`src/rtl/clock_div_prog_if.sv`:
```
// Control and status bundle for clock_div_prog.
// master drives enable/load/divisor; slave drives div_clock/tick/count/pending.
interface clock_div_prog_if #(
  parameter int WIDTH = 17
);
  logic             enable;
  logic             load;
  logic [WIDTH-1:0] divisor;
  logic             div_clock;
  logic             tick;
  logic [WIDTH-1:0] count;
  logic             pending;

  modport master (
    output enable, load, divisor,
    input  div_clock, tick, count, pending
  );

  modport slave (
    input  enable, load, divisor,
    output div_clock, tick, count, pending
  );
endinterface

```
`src/rtl/clock_div_prog.sv`:
```
// Runtime-programmable divide-by-N: registered tick, near-50% div_clock.
// Ports: clock, reset (async high), bus (enable/load/divisor in; div_clock/tick/count/pending out).
module clock_div_prog #(
  parameter int WIDTH       = 17,
  parameter int DEFAULT_DIV = 4
) (
  input  logic            clock,
  input  logic            reset,
  clock_div_prog_if.slave bus
);
  logic [WIDTH-1:0] cnt_q, cnt_d;
  logic [WIDTH-1:0] n_q, n_d;
  logic [WIDTH-1:0] pdiv_q, pdiv_d;
  logic             tick_q, tick_d;
  logic             dclk_q, dclk_d;
  logic             pend_q, pend_d;
  logic             halted;
  logic             wrap;
  logic             apply;

  always_comb begin
    halted = (n_q == '0);
    wrap   = !halted && (cnt_q == n_q - WIDTH'(1));
    // A load on the applying edge wins: old pending is
    // superseded and the new value waits for the next wrap.
    apply  = bus.enable && pend_q && !bus.load
           && (halted || wrap);
    n_d    = apply ? pdiv_q : n_q;
    cnt_d  = cnt_q;
    tick_d = 1'b0;
    dclk_d = dclk_q;
    if (bus.enable) begin
      unique case (1'b1)
        halted:  cnt_d = '0;
        wrap:    cnt_d = '0;
        default: cnt_d = cnt_q + WIDTH'(1);
      endcase
      tick_d = wrap;
      // High for the upper ceil(N/2) phases; N=0 forces low.
      dclk_d = (n_d != '0) && (cnt_d >= (n_d >> 1));
    end
    pend_d = bus.load ? 1'b1 : (apply ? 1'b0 : pend_q);
    pdiv_d = bus.load ? bus.divisor : pdiv_q;
  end

  always_ff @(posedge clock or posedge reset) begin
    if (reset) begin
      cnt_q  <= '0;
      n_q    <= WIDTH'(DEFAULT_DIV);
      pdiv_q <= '0;
      tick_q <= 1'b0;
      dclk_q <= 1'b0;
      pend_q <= 1'b0;
    end else begin
      cnt_q  <= cnt_d;
      n_q    <= n_d;
      pdiv_q <= pdiv_d;
      tick_q <= tick_d;
      dclk_q <= dclk_d;
      pend_q <= pend_d;
    end
  end

  assign bus.count     = cnt_q;
  assign bus.tick      = tick_q;
  assign bus.div_clock = dclk_q;
  assign bus.pending   = pend_q;
endmodule

```
`src/flat_wrapper.sv`:
```
// flat-port wrapper written by rule: the top's interface ports become plain ports
module clock_div_prog_flat 
#(
  parameter int WIDTH       = 17,
  parameter int DEFAULT_DIV = 4
)
  (clock, reset, bus_enable, bus_load, bus_divisor, bus_div_clock, bus_tick, bus_count, bus_pending);
  clock_div_prog_if #(.WIDTH(WIDTH)) bus_i ();
  input  logic clock;
  input  logic reset;
  input wire logic [$bits(bus_i.enable)-1:0] bus_enable;
  input wire logic [$bits(bus_i.load)-1:0] bus_load;
  input wire logic [$bits(bus_i.divisor)-1:0] bus_divisor;
  output wire logic [$bits(bus_i.div_clock)-1:0] bus_div_clock;
  output wire logic [$bits(bus_i.tick)-1:0] bus_tick;
  output wire logic [$bits(bus_i.count)-1:0] bus_count;
  output wire logic [$bits(bus_i.pending)-1:0] bus_pending;
  assign bus_i.enable = bus_enable;
  assign bus_i.load = bus_load;
  assign bus_i.divisor = bus_divisor;
  assign bus_div_clock = bus_i.div_clock;
  assign bus_tick = bus_i.tick;
  assign bus_count = bus_i.count;
  assign bus_pending = bus_i.pending;
  clock_div_prog #(.WIDTH(WIDTH), .DEFAULT_DIV(DEFAULT_DIV)) u_core (.clock(clock), .reset(reset), .bus(bus_i));
endmodule
```
`config.mk`:
```
export PLATFORM = sky130hd
export DESIGN_NAME = clock_div_prog_flat
export DESIGN_NICKNAME = d
export VERILOG_FILES = /design/src/rtl/clock_div_prog_if.sv /design/src/rtl/clock_div_prog.sv /design/src/flat_wrapper.sv
export SDC_FILE = /design/constraint.sdc
export NUM_CORES = 1
export LEC_CHECK = 0
export ABC_CLOCK_PERIOD_IN_PS = 6370
export CAP_MARGIN = 20
export CORE_AREA = 5 5 109 111
export DETAILED_ROUTE_END_ITERATION = 6
export DIE_AREA = 0 0 114 116
export GPL_TIMING_DRIVEN = 0
export REMOVE_ABC_BUFFERS = 1
export SETUP_SLACK_MARGIN = 0.15
export SLEW_MARGIN = 30
export SYNTH_ARGS = -nofsm -noshare
export SYNTH_HDL_FRONTEND = slang
export SYNTH_SLANG_ARGS = --single-unit
```
`constraint.sdc`:
```
create_clock -name clock -period 6.37 [get_ports clock]
set_clock_uncertainty 0.1 [all_clocks]
set_input_delay 0.637 -clock clock [delete_from_list [all_inputs] [get_ports clock]]
set_output_delay 0.637 -clock clock [all_outputs]
set_load 0.02 [all_outputs]
```
-- Word-level counts from Yosys, hierarchy flattened
Index checks and enable logic that the tools add are counted.
- register bits after elaboration: 54
- output and inout bits: 20
- logic and storage cells: 28
- add/subtract/negate cells: 2
- order comparisons: 1
- equality and inequality tests: 1
- multiplexer cells: 6
- reductions and logical operators: 12
- operators by type and width (cell ; number):
    two-way mux 17 bit ; 3
    adder 17 x 1 -> 17 bit (second input constant) ; 1
    == test 17 bit ; 1
    >= comparator 17 x 16 -> 1 bit ; 1
    zero test 17 bit ; 1
    nonzero test 17 bit ; 1
    subtractor 17 x 1 -> 17 bit (second input constant) ; 1
    logical AND 1 bit ; 5
    two-way mux 1 bit ; 3
    zero test 1 bit ; 2
    nonzero test 2 bit ; 1
    OR reduction 2 bit ; 1
    logical OR 1 bit ; 1

-- Logic depth before layout (Yosys ltp)
Gate-level depths: netlist of the first run.
- depth in word-level cells: 8
- depth in mapped cells: 21
- gate-level depth less buffers: 18

-- Least setup slack after synthesis of the first run
Ideal clock, no wire load.
- kind: register -> register
- start: register u_core.n_q[0]
- end: register u_core.dclk_q (netlist: u_core.bus.div_clock)
- arrival time: 4.202 ns
- data required time: 6.141 ns
- slack: 1.939 ns
- cell stages (with the launch flop): 20
- path buffers: 2
- clock period less this slack: 4.431 ns
- cells stage by stage: dfrtp_1 > buf_2 > inv_1 > ha_1 > xor2_1 > o211ai_1 > or4_1 > nor4_2 > nand4_2 > a211oi_4 > buf_4 > mux2i_1 > ha_1 > a21o_1 > a21oi_1 > o31ai_1 > a221oi_1 > a21oi_1 > o21ai_0 > o41ai_1
- word-level cells in the longest chain between the ends: 8
- elaborated cells on any way between the ends: 14
- RTL lines (item ; RTL line ; source):
    start, declared ; clock_div_prog.sv:12 ; logic [WIDTH-1:0] n_q, n_d;
    start signal, assigned ; clock_div_prog.sv:49 ; n_q <= WIDTH'(DEFAULT_DIV);
    start signal, assigned ; clock_div_prog.sv:56 ; n_q <= n_d;
    subtractor 17 x 1 -> 17 bit or zero test 17 bit (tied branches) ; clock_div_prog.sv:23, clock_div_prog.sv:22 ;
    == test 17 bit or zero test 1 bit (tied branches) ; clock_div_prog.sv:23 ; wrap = !halted && (cnt_q == n_q - WIDTH'(1));
    logical AND 1 bit ; clock_div_prog.sv:23 ;
    OR reduction 2 bit (no source line) or logical OR 1 bit (tied branches) ; n/a ;
    two-way mux 17 bit or logical AND 1 bit (tied branches) ; clock_div_prog.sv:33, clock_div_prog.sv:27 ;
    two-way mux 17 bit, on equally long branches ; clock_div_prog.sv:32, clock_div_prog.sv:28 ;
    >= comparator 17 x 16 -> 1 bit or nonzero test 17 bit (tied branches) ; clock_div_prog.sv:40 ; dclk_d = (n_d != '0) && (cnt_d >= (n_d >> 1));
    logical AND 1 bit (*) ; clock_div_prog.sv:40 ;
    end signal, assigned ; clock_div_prog.sv:59 ; dclk_q <= dclk_d;
    end, declared ; clock_div_prog.sv:15 ; logic dclk_q, dclk_d;
Every way passes the cells marked *; elsewhere a longest branch is shown, timed or not. The select of a mux whose other input is x is not followed.
A chain may end at the register's enable or synchronous reset.

-- Worst setup path in the final report of the first run
Ends and elaborated chain as after synthesis.

==> summary.txt, run 1 <==
Layout
  • Layout cells sized above 1: 13.9%
  • Fillers: 1,061
  • Multi-input combinational cell area: 2200 um^2
  • Nets: 433
  • Sequential cell area: 1350 um^2
  • Layout Area Growth over Synthesis: 16.9%
  • Antenna fix cells: 0
  • Fin util: 40.3%

Setup path
  • WP data required: 6450 ps
  • CP Class: flop to flop
  • Reg2reg setup slack: 910 ps
  • Worst r2r src: u_core.n_q[0]
  • Crit path from: u_core.n_q[0]
  • Crit-path slowest cell: a221oi_1
  • Worst path depth: 19
  • CP Launch Type: flop
  • CP endpoint kind: flop
  • CP Cell Sequence: inv_1, ha_1, xor2_1, o211ai_1, or4_1, nor4_2, nand4_2, a211oi_4, buf_6, buf_6, mux2i_1, ha_1, a21o_1, a21oi_1, o31ai_1, a221oi_1, a21oi_1, o21ai_0, o41ai_1
  • Largest delay share family, worst path: compound AO/OA/AOI/OAI gates
  • CP Capture Point: u_core.bus.div_clock
  • CP peak stage delay: 610 ps
  • WP data arrival: 5540 ps
  • WP buf/inv: 3
  • Worst reg2reg endpoint: u_core.bus.div_clock
  • Reg2reg path depth: 19
  • Worst Path Max Fanout: 10

GRT
  • Vias in the first global route: 2,844
  • GRT overflow: 0
  • Largest net degree at the start of global routing: 30
  • GRT Util Overall: 13.7%
  • Initial antenna violation count: 0
  • First-pass GRT wire length: 14.5 mm

Clock tree
  • Hold buffer count at cts: 0
  • Num CTS Buffers: 5
  • Number of setup buffers added after CTS: 0
  • H-tree depth: 2
  • Post_cts resized: 0
  • Clock Path Buffers: 2
  • Clock sink total: 54
  • TritonCTS clock tree: built
  • Worst-path clk slew: 90 ps
  • CTS root buf: clkbuf_8
  • Worst-Skew Late Latency: 310 ps

Synth
  • Asr flop ratio synth: 100%
  • Sequential share of the synthesized area: 36.7%
  • Synthesized flop and latch total: 54
  • Post-Syn Instances: 363
  • Yosys warning count: 0
  • Synth cell types: 55
  • Post-synth EDFFs: 0
  • Post-synth top flop: dfrtp_1
  • Cell area after synthesis: 3690 um^2
  • Syn Area/Cell: 10.2 um^2

Timing
  • Final hold vios: 0
  • Setup WS post-layout: 909 ps
  • Tmin final: 5460 ps
  • Slew Viols, Final: 0
  • Peak Freq: 0.183 GHz
  • Final setup vio count: 0
  • RSZ-0062 raised after global routing: no
  • Slew HR: 47.2%
  • Period utilization: 85.7%
  • Fin Setup TNS: 0 ps
  • Measured slew at the worst slew-check pin: 785 ps

Pwr
  • Power density over the cells: 375 nW/um^2
  • Leakage: 0.00175 uW
  • Worst vdd ir: 0.000255 V
  • PnR Total Power: 1620 uW

Floorplanning
  • Area of the core: 10,700 um^2
  • Initial core utilization: 34.5%
  • Die width: 114 um
  • I/O pin cnt: 41
  • Die height: 116 um
  • Die area: 13,200 um^2
  • Core Rows: 38

Detailed routing
  • Final WL: 8.82 mm
  • Drt wl/cell: 16.5 um
  • Residual DRC: 0
  • Vias per cell: 5.27
  • Antenna-violating nets left: 0
  • Iteration-0 DRC Markers: 145
  • DR vias: 2,821
  • First-pass DRT Iterations: 5

Worst hold path
  • Hold Crit Class: flop to flop

Place
  • Post-DP HPWL: 6.80 mm
  • Buffers on Ports: 40
  • Routability cong.: 0.832
  • Pre-CTS setup slack: 920 ps

Job
  • Max Cap Viol: 0

Status
  • Outcome: finished, final reports clean
-- cells in the mapped netlist, drive strengths merged (2+ instances only) --
cell type  count  area share [%]
nor4          12             3.0
mux2i         16             4.3
o31ai          2            0.41
and3           5            0.85
a21oi         10             1.4
nand2b         5            0.85
nand4          5             1.0
and2          14             2.4
nor2b          3            0.51
nand4b         3            0.71
nand2         18             1.8
clkbuf        13             1.3
nand3b         2            0.41
xor2          13             3.1
mux2          47              14
o311ai         2            0.47
ha            18             6.1
a21o           2            0.41
buf            8             1.5
nor2          18             1.8
or4            2            0.41
inv           12             1.2
o21ai         13             1.8
nand3         15             2.0
nor3          11             1.5
dfrtp         53              36
xnor2         20             4.7
-- metrics by stage --
step	hold WS (ps)	instances	area, um^2
floorplan	397	342	3590
global placement	380	522	4160
detailed placement	389	527	4240
CTS	411	535	4320
global route	445	535	4310
finish	406	535	4310
-- cell usage in the layout (no fill, tap or decap), drive strengths merged, types with 2 or more instances in the layout --
| cell type | count |
|---|---|
| nand4 | 5 |
| inv | 12 |
| o31ai | 2 |
| clkbuf | 7 |
| ha | 18 |
| nand2 | 18 |
| nand3 | 15 |
| dfrtp | 53 |
| o21ai | 13 |
| mux2 | 47 |
| nand2b | 5 |
| clkdlybuf4s50 | 38 |
| or4 | 2 |
| nand4b | 3 |
| xnor2 | 20 |
| nor3 | 11 |
| nand3b | 2 |
| nor4 | 12 |
| and2 | 14 |
| nor2 | 18 |
| and3 | 5 |
| mux2i | 16 |
| nor2b | 3 |
| a21oi | 10 |
| buf | 7 |
| a21o | 2 |
| o311ai | 2 |
| xor2 | 13 |
-- state kept, by name (all words and copies together) (netlist names) --
signal / cells
u_core.bus.count: 17
u_core.bus.div_clock: 1
u_core.bus.pending: 1
u_core.bus.tick: 1
u_core.n_q: 17
u_core.pdiv_q: 17
-- layer usage --
layer	track usage (%)	vias to the layer above	wire length, um	part of all wire (%)
li1	-	1377	-	-
met1	18.9	1378	4160	47
met2	22.4	56	4190	47
met3	2.40	10	328	3.7
met4	3.25	0	151	1.7
met5	0	-	0	0
-- cells by family (layout without fill, tap and decap cells) --
group | count (synthesis) | count (layout) | synth area share, %
flops | 54 | 54 | 36.7
xor+xnor | 33 | 33 | 7.84
buf+inv | 33 | 65 | 4.00
compound gates | 44 | 44 | 8.28
simple gates | 118 | 118 | 18.4
mux | 63 | 63 | 18.7
fa+ha+maj | 18 | 18 | 6.11
-- power by group --
part	total, uW	leakage (uW)	internal [uW]	switching (uW)
Combinational	829	0.00103	395	434
Sequential	596	0.000680	429	167
Clock	192	0.0000385	78.2	113
-- worst min-delay path by stage --
| stage | endpoint | slack (ps) | cells past startpoint | from |
|---|---|---|---|---|
| 4_1_cts | u_core.bus.div_clock | 410 | 2 | u_core.bus.div_clock |
| 2_1_floorplan | u_core.n_q[3] | 400 | 1 | u_core.pdiv_q[3] |
| 3_3_place_gp | u_core.bus.div_clock | 380 | 2 | u_core.bus.div_clock |
| 3_5_place_dp | u_core.bus.div_clock | 390 | 2 | u_core.bus.div_clock |
| 5_1_grt | u_core.bus.div_clock | 450 | 2 | u_core.bus.div_clock |
| 6_report | u_core.bus.div_clock | 410 | 2 | u_core.bus.div_clock |
-- tightest hold or removal path, delay by kind of cell (launching register included) --
family          cells  cell delay, ps
compound gates      1              50
simple gates        1              60
flops               1             360
-- area by class of cell --
class	count	share of cell area (%)
multi-input cells	276	50.9
flip-flops and latches	54	31.4
repair buffers	45	10.6
well taps	140	4.06
clock buffers	7	1.77
inverters	12	1.10
clock inverters	1	0.174
(Power assumes the default switching activity.)
==> inputs of run 2 (changes only) <==
- TNS_END_PERCENT: not set -> 20
==> results of run 2 <==
No change in the layout: final DEF, timing and power equal those of run 1.
==> inputs of run 3 (changes only) <==
- ABC_CLOCK_PERIOD_IN_PS: 6370 -> not set
==> results of run 3 <==
No change in the layout: final DEF, timing and power equal those of run 1.
